## src/rtl/spi_master_pkg.sv

```systemverilog
// spi_master_pkg: shared definitions for the spi_master block.
//   - register offsets within the 8-byte window
//   - STATUS / CTRL bit positions
//   - idle MOSI level and last-toggle index
//   - transfer FSM state type
//   - bit-order helpers shared by the TX and RX shifters
package spi_master_pkg;

  localparam logic [2:0] REG_CS     = 3'd0;
  localparam logic [2:0] REG_DATA   = 3'd1;
  localparam logic [2:0] REG_STATUS = 3'd2;
  localparam logic [2:0] REG_CTRL   = 3'd3;
  localparam logic [2:0] REG_DIV    = 3'd4;

  localparam int STAT_BUSY = 7;
  localparam int STAT_DONE = 6;
  localparam int STAT_OVR  = 5;

  localparam int CTRL_CPOL = 0;
  localparam int CTRL_CPHA = 1;
  localparam int CTRL_LSB  = 2;

  localparam logic       MOSI_IDLE   = 1'b1;
  // A byte is 16 SCK toggles; toggle 16 is the completion edge.
  localparam logic [4:0] LAST_TOGGLE = 5'd16;

  typedef enum logic [1:0] {
    ST_IDLE,
    ST_START,   // one-clock gap so busy rises the edge after the DATA write
    ST_SHIFT
  } xfer_state_e;

  // Next bit to drive on MOSI for the selected bit order.
  function automatic logic tx_bit(input logic [7:0] v, input logic lsb);
    return lsb ? v[0] : v[7];
  endfunction

  // Drop the bit just driven.
  function automatic logic [7:0] tx_shift(input logic [7:0] v, input logic lsb);
    return lsb ? {1'b0, v[7:1]} : {v[6:0], 1'b0};
  endfunction

  // Insert a sampled MISO bit so that after 8 samples the byte is in order.
  function automatic logic [7:0] rx_shift(input logic [7:0] v, input logic b,
                                          input logic lsb);
    return lsb ? {b, v[7:1]} : {v[6:0], b};
  endfunction

endpackage

```

## src/rtl/spi_sck_gen.sv

```systemverilog
// spi_sck_gen: SCK timing for one byte transfer.
//   clock, reset_n : system clock, synchronous active-low reset
//   run            : high while the transfer is shifting; low clears counters
//   div            : half-period is div+1 clocks
//   toggle         : one-clock strobe, SCK changes level on this edge
//   tog_idx        : 1..16, index of the toggle happening on this edge
//   last           : strobe on toggle 16 (completion edge)
module spi_sck_gen
  import spi_master_pkg::*;
#(
  parameter int DIV_WIDTH = 8
) (
  input  logic                 clock,
  input  logic                 reset_n,
  input  logic                 run,
  input  logic [DIV_WIDTH-1:0] div,
  output logic                 toggle,
  output logic [4:0]           tog_idx,
  output logic                 last
);

  logic [DIV_WIDTH-1:0] div_cnt_q, div_cnt_d;
  logic [4:0]           tog_cnt_q, tog_cnt_d;

  always_comb begin
    toggle    = run && (div_cnt_q == div);
    tog_idx   = tog_cnt_q + 5'd1;
    last      = toggle && (tog_idx == LAST_TOGGLE);
    div_cnt_d = div_cnt_q;
    tog_cnt_d = tog_cnt_q;
    if (!run) begin
      div_cnt_d = '0;
      tog_cnt_d = '0;
    end else if (toggle) begin
      // reload on every toggle so the counter never runs past div
      div_cnt_d = '0;
      tog_cnt_d = tog_idx;
    end else begin
      div_cnt_d = div_cnt_q + 1'b1;
    end
  end

  always_ff @(posedge clock) begin
    if (!reset_n) begin
      div_cnt_q <= '0;
      tog_cnt_q <= '0;
    end else begin
      div_cnt_q <= div_cnt_d;
      tog_cnt_q <= tog_cnt_d;
    end
  end

endmodule

```

## src/rtl/spi_master.sv

```systemverilog
// spi_master: 6502-bus SPI master with programmable SCK divider,
// CPOL/CPHA, LSB-first option and busy/done/overrun status.
//   clock, reset_n      : system clock, synchronous active-low reset
//   addr, data_in, rw   : register offset, write data, 1=read
//   cs                  : active-low block select
//   data_out            : combinational read mux (0 while in reset)
//   data_out_en         : bus drive enable, ~cs & rw
//   miso, mosi, sck     : SPI bus
//   spi_cs              : software-driven chip selects
module spi_master
  import spi_master_pkg::*;
#(
  parameter int CS_COUNT  = 8,
  parameter int DIV_WIDTH = 8
) (
  input  logic                clock,
  input  logic                reset_n,
  input  logic [2:0]          addr,
  input  logic [7:0]          data_in,
  output logic [7:0]          data_out,
  output logic                data_out_en,
  input  logic                rw,
  input  logic                cs,
  input  logic                miso,
  output logic                mosi,
  output logic                sck,
  output logic [CS_COUNT-1:0] spi_cs
);

  xfer_state_e          state_q, state_d;
  logic                 cs_prev_q, cs_prev_d;
  logic [CS_COUNT-1:0]  spi_cs_q, spi_cs_d;
  logic [2:0]           ctrl_q, ctrl_d;
  logic [DIV_WIDTH-1:0] div_q, div_d;
  logic [7:0]           rx_q, rx_d;
  logic [7:0]           rx_sh_q, rx_sh_d;
  logic [7:0]           tx_sh_q, tx_sh_d;
  logic                 done_q, done_d;
  logic                 ovr_q, ovr_d;
  logic                 mosi_q, mosi_d;
  logic                 sck_q, sck_d;

  logic       toggle, last;
  logic [4:0] tog_idx;

  logic       acc_ev, wr_ev, rd_ev, busy, engaged;
  logic       cpol, cpha, lsb, odd, sample, shift_ev;
  logic [7:0] rx_next, status, rd_mux;

  spi_sck_gen #(.DIV_WIDTH(DIV_WIDTH)) u_sck_gen (
    .clock   (clock),
    .reset_n (reset_n),
    .run     (state_q == ST_SHIFT),
    .div     (div_q),
    .toggle  (toggle),
    .tog_idx (tog_idx),
    .last    (last)
  );

  always_comb begin
    // one access per select: only the falling edge of cs counts
    acc_ev  = ~cs & cs_prev_q;
    wr_ev   = acc_ev & ~rw;
    rd_ev   = acc_ev & rw;
    busy    = (state_q == ST_SHIFT);
    // the START cycle already owns the shifter, so it interlocks too
    engaged = (state_q != ST_IDLE);

    cpol = ctrl_q[CTRL_CPOL];
    cpha = ctrl_q[CTRL_CPHA];
    lsb  = ctrl_q[CTRL_LSB];

    odd      = tog_idx[0];
    sample   = toggle & (cpha ? ~odd : odd);
    // CPHA=0 drives its first bit at start, so toggle 16 must not shift
    shift_ev = toggle & (cpha ? odd : (~odd & (tog_idx != LAST_TOGGLE)));
    rx_next  = sample ? rx_shift(rx_sh_q, miso, lsb) : rx_sh_q;

    state_d   = state_q;
    cs_prev_d = cs;
    spi_cs_d  = spi_cs_q;
    ctrl_d    = ctrl_q;
    div_d     = div_q;
    rx_d      = rx_q;
    rx_sh_d   = rx_sh_q;
    tx_sh_d   = tx_sh_q;
    done_d    = done_q;
    ovr_d     = ovr_q;
    mosi_d    = mosi_q;
    sck_d     = sck_q;

    if (wr_ev) begin
      case (addr)
        REG_CS: spi_cs_d = data_in[CS_COUNT-1:0];
        REG_DATA: begin
          if (engaged) begin
            ovr_d = 1'b1;
          end else begin
            state_d = ST_START;
            rx_sh_d = '0;
            if (cpha) begin
              tx_sh_d = data_in;
            end else begin
              mosi_d  = tx_bit(data_in, lsb);
              tx_sh_d = tx_shift(data_in, lsb);
            end
          end
        end
        REG_CTRL: if (!engaged) ctrl_d = data_in[2:0];
        REG_DIV:  if (!engaged) div_d = data_in[DIV_WIDTH-1:0];
        default: ;
      endcase
    end

    if (rd_ev) begin
      if (addr == REG_DATA)   done_d = 1'b0;
      if (addr == REG_STATUS) ovr_d  = 1'b0;
    end

    // placed after the bus decode so a completing transfer sets done
    // even if DATA is read on the same edge
    case (state_q)
      ST_IDLE:  sck_d = cpol;
      ST_START: begin
        sck_d   = cpol;
        state_d = ST_SHIFT;
      end
      ST_SHIFT: begin
        if (toggle) sck_d = ~sck_q;
        rx_sh_d = rx_next;
        if (shift_ev) begin
          mosi_d  = tx_bit(tx_sh_q, lsb);
          tx_sh_d = tx_shift(tx_sh_q, lsb);
        end
        if (last) begin
          rx_d    = rx_next;
          done_d  = 1'b1;
          mosi_d  = MOSI_IDLE;
          state_d = ST_IDLE;
        end
      end
      default: state_d = ST_IDLE;
    endcase
  end

  always_comb begin
    status            = 8'h00;
    status[STAT_BUSY] = busy;
    status[STAT_DONE] = done_q;
    status[STAT_OVR]  = ovr_q;

    rd_mux = 8'h00;
    case (addr)
      REG_CS:     rd_mux[CS_COUNT-1:0] = spi_cs_q;
      REG_DATA:   rd_mux = rx_q;
      REG_STATUS: rd_mux = status;
      REG_CTRL:   rd_mux[2:0] = ctrl_q;
      REG_DIV:    rd_mux[DIV_WIDTH-1:0] = div_q;
      default:    rd_mux = 8'h00;
    endcase
    data_out    = reset_n ? rd_mux : 8'h00;
    data_out_en = ~cs & rw;
  end

  always_ff @(posedge clock) begin
    if (!reset_n) begin
      state_q   <= ST_IDLE;
      cs_prev_q <= 1'b1;
      spi_cs_q  <= {CS_COUNT{1'b1}};
      ctrl_q    <= '0;
      div_q     <= '0;
      rx_q      <= '0;
      rx_sh_q   <= '0;
      tx_sh_q   <= '0;
      done_q    <= 1'b0;
      ovr_q     <= 1'b0;
      mosi_q    <= MOSI_IDLE;
      sck_q     <= 1'b0;
    end else begin
      state_q   <= state_d;
      cs_prev_q <= cs_prev_d;
      spi_cs_q  <= spi_cs_d;
      ctrl_q    <= ctrl_d;
      div_q     <= div_d;
      rx_q      <= rx_d;
      rx_sh_q   <= rx_sh_d;
      tx_sh_q   <= tx_sh_d;
      done_q    <= done_d;
      ovr_q     <= ovr_d;
      mosi_q    <= mosi_d;
      sck_q     <= sck_d;
    end
  end

  assign spi_cs = spi_cs_q;
  assign sck    = sck_q;
  assign mosi   = mosi_q;

endmodule

```

## config.mk

```make
export PLATFORM = sky130hd
export DESIGN_NAME = spi_master
export DESIGN_NICKNAME = d
export VERILOG_FILES = /design/src/rtl/spi_master_pkg.sv /design/src/rtl/spi_sck_gen.sv /design/src/rtl/spi_master.sv
export SDC_FILE = /design/constraint.sdc
export NUM_CORES = 1
export LEC_CHECK = 0
export CAP_MARGIN = 20
export CELL_PAD_IN_SITES_DETAIL_PLACEMENT = 1
export CELL_PAD_IN_SITES_GLOBAL_PLACEMENT = 2
export CORE_ASPECT_RATIO = 0.5
export CORE_UTILIZATION = 31
export DETAILED_ROUTE_END_ITERATION = 10
export MAX_ROUTING_LAYER = met4
export PLACE_DENSITY = 0.72
export REMOVE_ABC_BUFFERS = 1
export SKIP_CTS_REPAIR_TIMING = 1
export SLEW_MARGIN = 10
export SYNTH_ARGS = -nofsm -noshare
export SYNTH_HDL_FRONTEND = slang
export SYNTH_SLANG_ARGS = --single-unit
```

## constraint.sdc

```tcl
create_clock -name clock -period 1.6 [get_ports clock]
set_input_delay 0.32 -clock clock [delete_from_list [all_inputs] [get_ports clock]]
set_output_delay 0.32 -clock clock [all_outputs]
set_load 0.02 [all_outputs]
```

Yosys cells after proc, flatten, opt, wreduce, memory -nomap -nowiden. Index checks and enable logic that the tools add are counted.

$add $sub $neg: 2. Equality and inequality tests: 11. Multiplexer cells: 44. Bitwise operators: 14. Reductions and logical operators: 17.

Operators with widths (count): 2-to-1 mux 8 bit (15); 2-to-1 mux 1 bit (21); one-hot mux 5 bit (4 select lines) (1); one-hot mux 3 bit (4 select lines) (1); AND reduction 3 bit (3); adder 8 x 1 -> 8 bit, second input constant (1); equality test 8 bit (1); 2-to-1 mux 2 bit (4); AND reduction 2 bit (4); nonzero test 2 bit (4); AND 1 bit (7); inverter 1 bit (7); equality test 3 x 2 -> 1 bit, second input constant (2); one-hot mux 2 bit (3 select lines) (1); adder 5 x 1 -> 5 bit, second input constant (1); equality test 5 bit, second input constant (1); != test 5 bit, second input constant (1); equality test 3 x 1 -> 1 bit, second input constant (1); equality test 3 bit, second input constant (1); zero test 3 bit (1); OR reduction 3 bit (1); equality test 2 x 1 -> 1 bit, second input constant (1); equality test 2 bit, second input constant (1); logical AND 1 bit (2); 5 further kinds (5).

Register bits after elaboration: 63. Bits of input ports: 16. Output and inout bits: 19. Logic and storage cells: 102.

Depth between registers and ports, before layout.
Word-level depth: 8. Mapped depth: 8. Depth with buffers taken out: 7.

Cells and area by module. Synthesis repeated with hierarchy kept, for this count alone.

Cells, all modules: 417. Area, all modules: 3448.3 um^2.

By module, submodules not included: spi_master (times used 1, cells an instance 337, area an instance 2735.1 um^2, seq. area each 1001.0 um^2); spi_sck_gen (times used 1, cells an instance 80, area an instance 713.2 um^2, seq. area each 260.2 um^2).

Worst setup path before layout. Ideal clock, no wire load.

Path kind: reg2reg. Start point: register u_sck_gen.tog_cnt_q[1]. End point: register state_q[1]. Library setup time: 0.115 ns. Arrival: 1.654 ns. Data required time: 1.485 ns. Setup slack: -0.169 ns. Cell stages (with the launch flop): 9. Path buffers: 1. Period minus slack after synthesis: 1.769 ns. Cells stage by stage: dfxtp_1 -> ha_1 -> nand3_1 -> or3_1 -> o21ai_0 -> nor3b_2 -> buf_2 -> o21ai_1 -> and2_1.

Word-level cells in the longest chain between the ends: 5.

RTL lines: from (decl) (line spi_sck_gen.sv:23) `logic [4:0] tog_cnt_q, tog_cnt_d;`; from (signal assigned) (line spi_sck_gen.sv:49) `tog_cnt_q <= tog_cnt_d;`; adder 5 x 1 -> 5 bit (line spi_sck_gen.sv:27) `tog_idx = tog_cnt_q + 5'd1;`; equality test 5 bit (line spi_sck_gen.sv:28) `last = toggle && (tog_idx == LAST_TOGGLE);`; logical AND 1 bit (line spi_sck_gen.sv:28); 2-to-1 mux 2 bit (line spi_master.sv:135) `if (last) begin`; one-hot mux 2 bit (3 select lines) (line spi_master.sv:122) `case (state_q)`; to (signal assigned) (line spi_master.sv:180) `state_q <= state_d;`; to (decl) (line spi_master.sv:30) `xfer_state_e state_q, state_d;`.

No other way between the ends. A chain may end at the register's enable or synchronous reset.

Final worst setup path.
Start point: register div_q[4]. End point: register rx_q[0].

Word-level cells in the longest chain between the ends: 4. Elaborated cells between the ends (all ways): 6. Those cells by class: eq/ne (1); mux (1); bitwise (1); reduce/logical (3).

RTL lines: from (decl) (line spi_master.sv:34) `logic [DIV_WIDTH-1:0] div_q, div_d;`; from (signal assigned) (line spi_master.sv:184) `div_q <= div_d;`; equality test 8 bit * (line spi_sck_gen.sv:26) `toggle = run && (div_cnt_q == div);`; logical AND 1 bit * (line spi_sck_gen.sv:26); AND 1 bit / logical AND 1 bit (equally long branches) (line spi_master.sv:74, spi_sck_gen.sv:28); 2-to-1 mux 8 bit / AND reduction 2 bit (equally long branches); to (signal assigned) (line spi_master.sv:185) `rx_q <= rx_d;`; to (decl) (line spi_master.sv:35) `logic [7:0] rx_q, rx_d;`.

Every way passes the cells marked *; elsewhere a longest branch is shown, timed or not.

==> results.md <==
* Sink Count at 63
* Ports at 35
* WL/cell at 17.6 microns
* Outcome: complete, but fails checks
* Post-synthesis sequential area ratio at 0.366
* Synth Flop Type: dfxtp_1
* RSZ-0062 raised after global routing: yes
* Final Hold Viols at 0
* LEAKAGE at around 0.0022 uW
* CTS max path bufs at 2
* Total GRT Usage at 0.208
* Detailed router's first-iteration violation count at between 80 and 90
* Synth Area per Inst at 8.65 sq um
* H-tree depth at 3
* Slew HR at 0.729
* Worst Hold Class: primary input to flip-flop
* CP startpoint: div_q[4]$_SDFFE_PN0P_
* Cell count after synthesis at approximately 400
* Layout area overhead at 53.1%
* Final nets at between 500 and 600
* Peak supply drop at 566 uV
* Layout cell share with drive strength beyond 1 at 0.395
* Num CTS Buffers at 9
* Logic gate share of total power at 0.101
* N_diodes at 0
* Dpl cells at about 630
* Ys Warns at 0
* Sequential power share at 0.388
* Initial cell density of the core at 0.328
* Switching Power at approximately 960 uW
* Mapped cell area at 0.00345 sq mm
* CTS tree: built
* Root Driver: clkbuf_16
* Total negative slack at -11.55 ns
* Die H at roughly 77 microns
* Asr flop ratio synth at 0
* Min setup slack post-route at -0.384 ns
* CP startpoint kind: flip-flop
* Via density at a little under 5
* Buffers added on ports at 34
* Vias in the first global route at ~3,400
* Max-cap violations at 0
* Largest net degree at the start of global routing at 28
* Hold_sp: reset_n
* Switching Share at 0.234
* Iteration count of the initial detailed-routing pass at 4
* Int Power at ~3100 uW
* Grt ovf at 0
* Clk slew on worst S/H paths at roughly 0.06 ns
* Fin Clk Skew at 0.00634 ns
* First-pass GRT wire length at approximately 18,000 microns
* Library cells used by synthesis at 49
* Worst-Margin Slew at slightly above 0.4 ns
* Final wirelength at between 10,000 and 15,000 microns
* Slew Viols, Final at 0
* Post-synth EDFFs at 0
* Worst EP required at between 1.5 and 2 ns
* Worst-Skew Late Latency at around 0.33 ns
* R2R Path Start: div_q[4]$_SDFFE_PN0P_
* Die Wd at 151 microns
* Endpoint kind of the worst setup timing path: flip-flop
* Via Count at roughly 3,200
* GPL Wtd Cong at ~0.80
* Initial antenna violation count at 0
* Post-DRT Antenna Nets at 0
* Worst Path Max Fanout at 5
* Tcrit/Tclk final at 1.24
* Synthesized flop and latch total at 63
* Max Clock Freq at approximately 500 MHz
* DPL Wire Length at between 8000 and 9000 microns
* Fillers at around 1,200
* Cell Rows at 26
* Core area at approximately 0.011 sq mm
* Violated checks: setup timing
* Clock Power Share at 0.511
* Crit Path Category: flip-flop to flip-flop
* Final non-filler cell total at between 600 and 700
* CP arrival at roughly 2.2 ns
* Die area at 0.0116 sq mm
* Final setup vio count at between 40 and 50
* Final min period at between 1.5 and 2 ns
* DRC at 0
* Pwr/cell area at 776 mW/mm^2
==> state kept, by name, indices dropped and copies added (netlist names), 2 cells and up <==
name / flops
ctrl_q: 3
div_q: 8
rx_q: 8
rx_sh_q: 8
spi_cs: 8
state_q: 2
tx_sh_q: 8
u_sck_gen.div_cnt_q: 8
u_sck_gen.tog_cnt_q: 5
==> worst max-delay path, stage by stage (launching register included) <==
cell and delay [ns]:
dfxtp_2 0.33, xor2_2 0.19, nor4_4 0.40, nand3_4 0.24, nor3b_4 0.31, buf_6 0.17
clkbuf_16 0.14, o22ai_1 0.08
==> cell usage after synthesis (5+ instances only) <==
cell | count | area share
dfxtp_1 | 63 | 0.37
o21ai_0 | 12 | 0.017
clkbuf_1 | 13 | 0.014
a22o_1 | 9 | 0.023
nor2_1 | 63 | 0.069
o22ai_1 | 11 | 0.020
mux2_2 | 9 | 0.029
and2_1 | 5 | 0.0091
nand3_1 | 11 | 0.016
a21oi_1 | 24 | 0.035
xor2_1 | 16 | 0.041
nor2b_1 | 7 | 0.013
nand2b_1 | 7 | 0.013
buf_2 | 7 | 0.010
nand2_1 | 38 | 0.041
mux2i_1 | 51 | 0.15
==> worst paths after layout <==
kind	endpoint	cells past startpoint	slack, ns
setup / recovery	rx_q[0]$_SDFFE_PN0P_	7	-0.38
hold / removal	spi_cs[3]$_SDFFE_PN1P_	3	0.41
setup reg to reg	rx_q[0]$_SDFFE_PN0P_	7	-0.38
hold reg to reg	rx_q[0]$_SDFFE_PN0P_	2	0.49
==> power groups by stage <==
| stage | Sequential [uW] | Combinational (uW) | Clock (uW) |
|---|---|---|---|
| finish | 1590 | 414 | 2090 |
| global route | 1590 | 446 | 2230 |
| CTS | 1590 | 373 | 2140 |
| detailed placement | 1630 | 370 | 0 |
| global placement | 1630 | 359 | 0 |
| floorplan | 1630 | 136 | 0 |
==> cell usage in the layout, fill, tap and decap left out, types with 10 or more instances in the layout <==
master           synthesis  final
dlymetal6s2s_1           0     12
nor2_1                  63     53
dfxtp_2                  0     10
xor2_1                  16     15
nand2_1                 38     36
dfxtp_1                 63     51
clkdlybuf4s50_1          0     10
a21oi_1                 24     16
clkbuf_16                0     11
buf_4                    1     77
nand3_1                 11     10
buf_6                    1     15
mux2i_1                 51     42
==> layout make-up <==
class                   count  area (sq um)  area share
clock buffers              10           229      0.0433
inverters                   4          15.0     0.00284
well taps                 140           175      0.0332
clock inverters             6          85.1      0.0161
repair buffers            124          1150       0.218
flip-flops and latches     63          1280       0.243
multi-input cells         310          2340       0.444
==> per-stage QoR <==
stage / hold slack [ns] / utilization / area, sq um / worst slack, ns / total power [uW]
5_1_grt: 0.421 / 0.503 / 5280 / -0.446 / 4270
3_3_place_gp: 0.475 / 0.431 / 4530 / -1.04 / 1990
2_1_floorplan: 0.382 / - / 3340 / -0.500 / 1770
3_5_place_dp: 0.480 / 0.431 / 4530 / -1.10 / 2000
4_1_cts: 0.491 / 0.461 / 4840 / -1.13 / 4110
6_report: 0.415 / 0.503 / 5280 / -0.384 / 4100
==> cells by family after synthesis <==
group	Yosys count	share of synthesized area
flip-flops	63	0.366
XOR/XNOR	18	0.0457
multiplexers	60	0.177
AO/OA/AOI/OAI	75	0.144
buffers and inverters	27	0.0352
adder cells (fa/ha/maj)	3	0.0109
AND/OR/NAND/NOR	153	0.221
==> per-layer routing <==
metal	vias to the layer above	GRT usage	wire, microns
met5	-	-	0
met4	0	0.0480	44
met3	4	0.0479	279
met2	27	0.323	5570
met1	1594	0.272	5680
li1	1623	-	-
No activity file was read; power rests on OpenSTA's default activity.
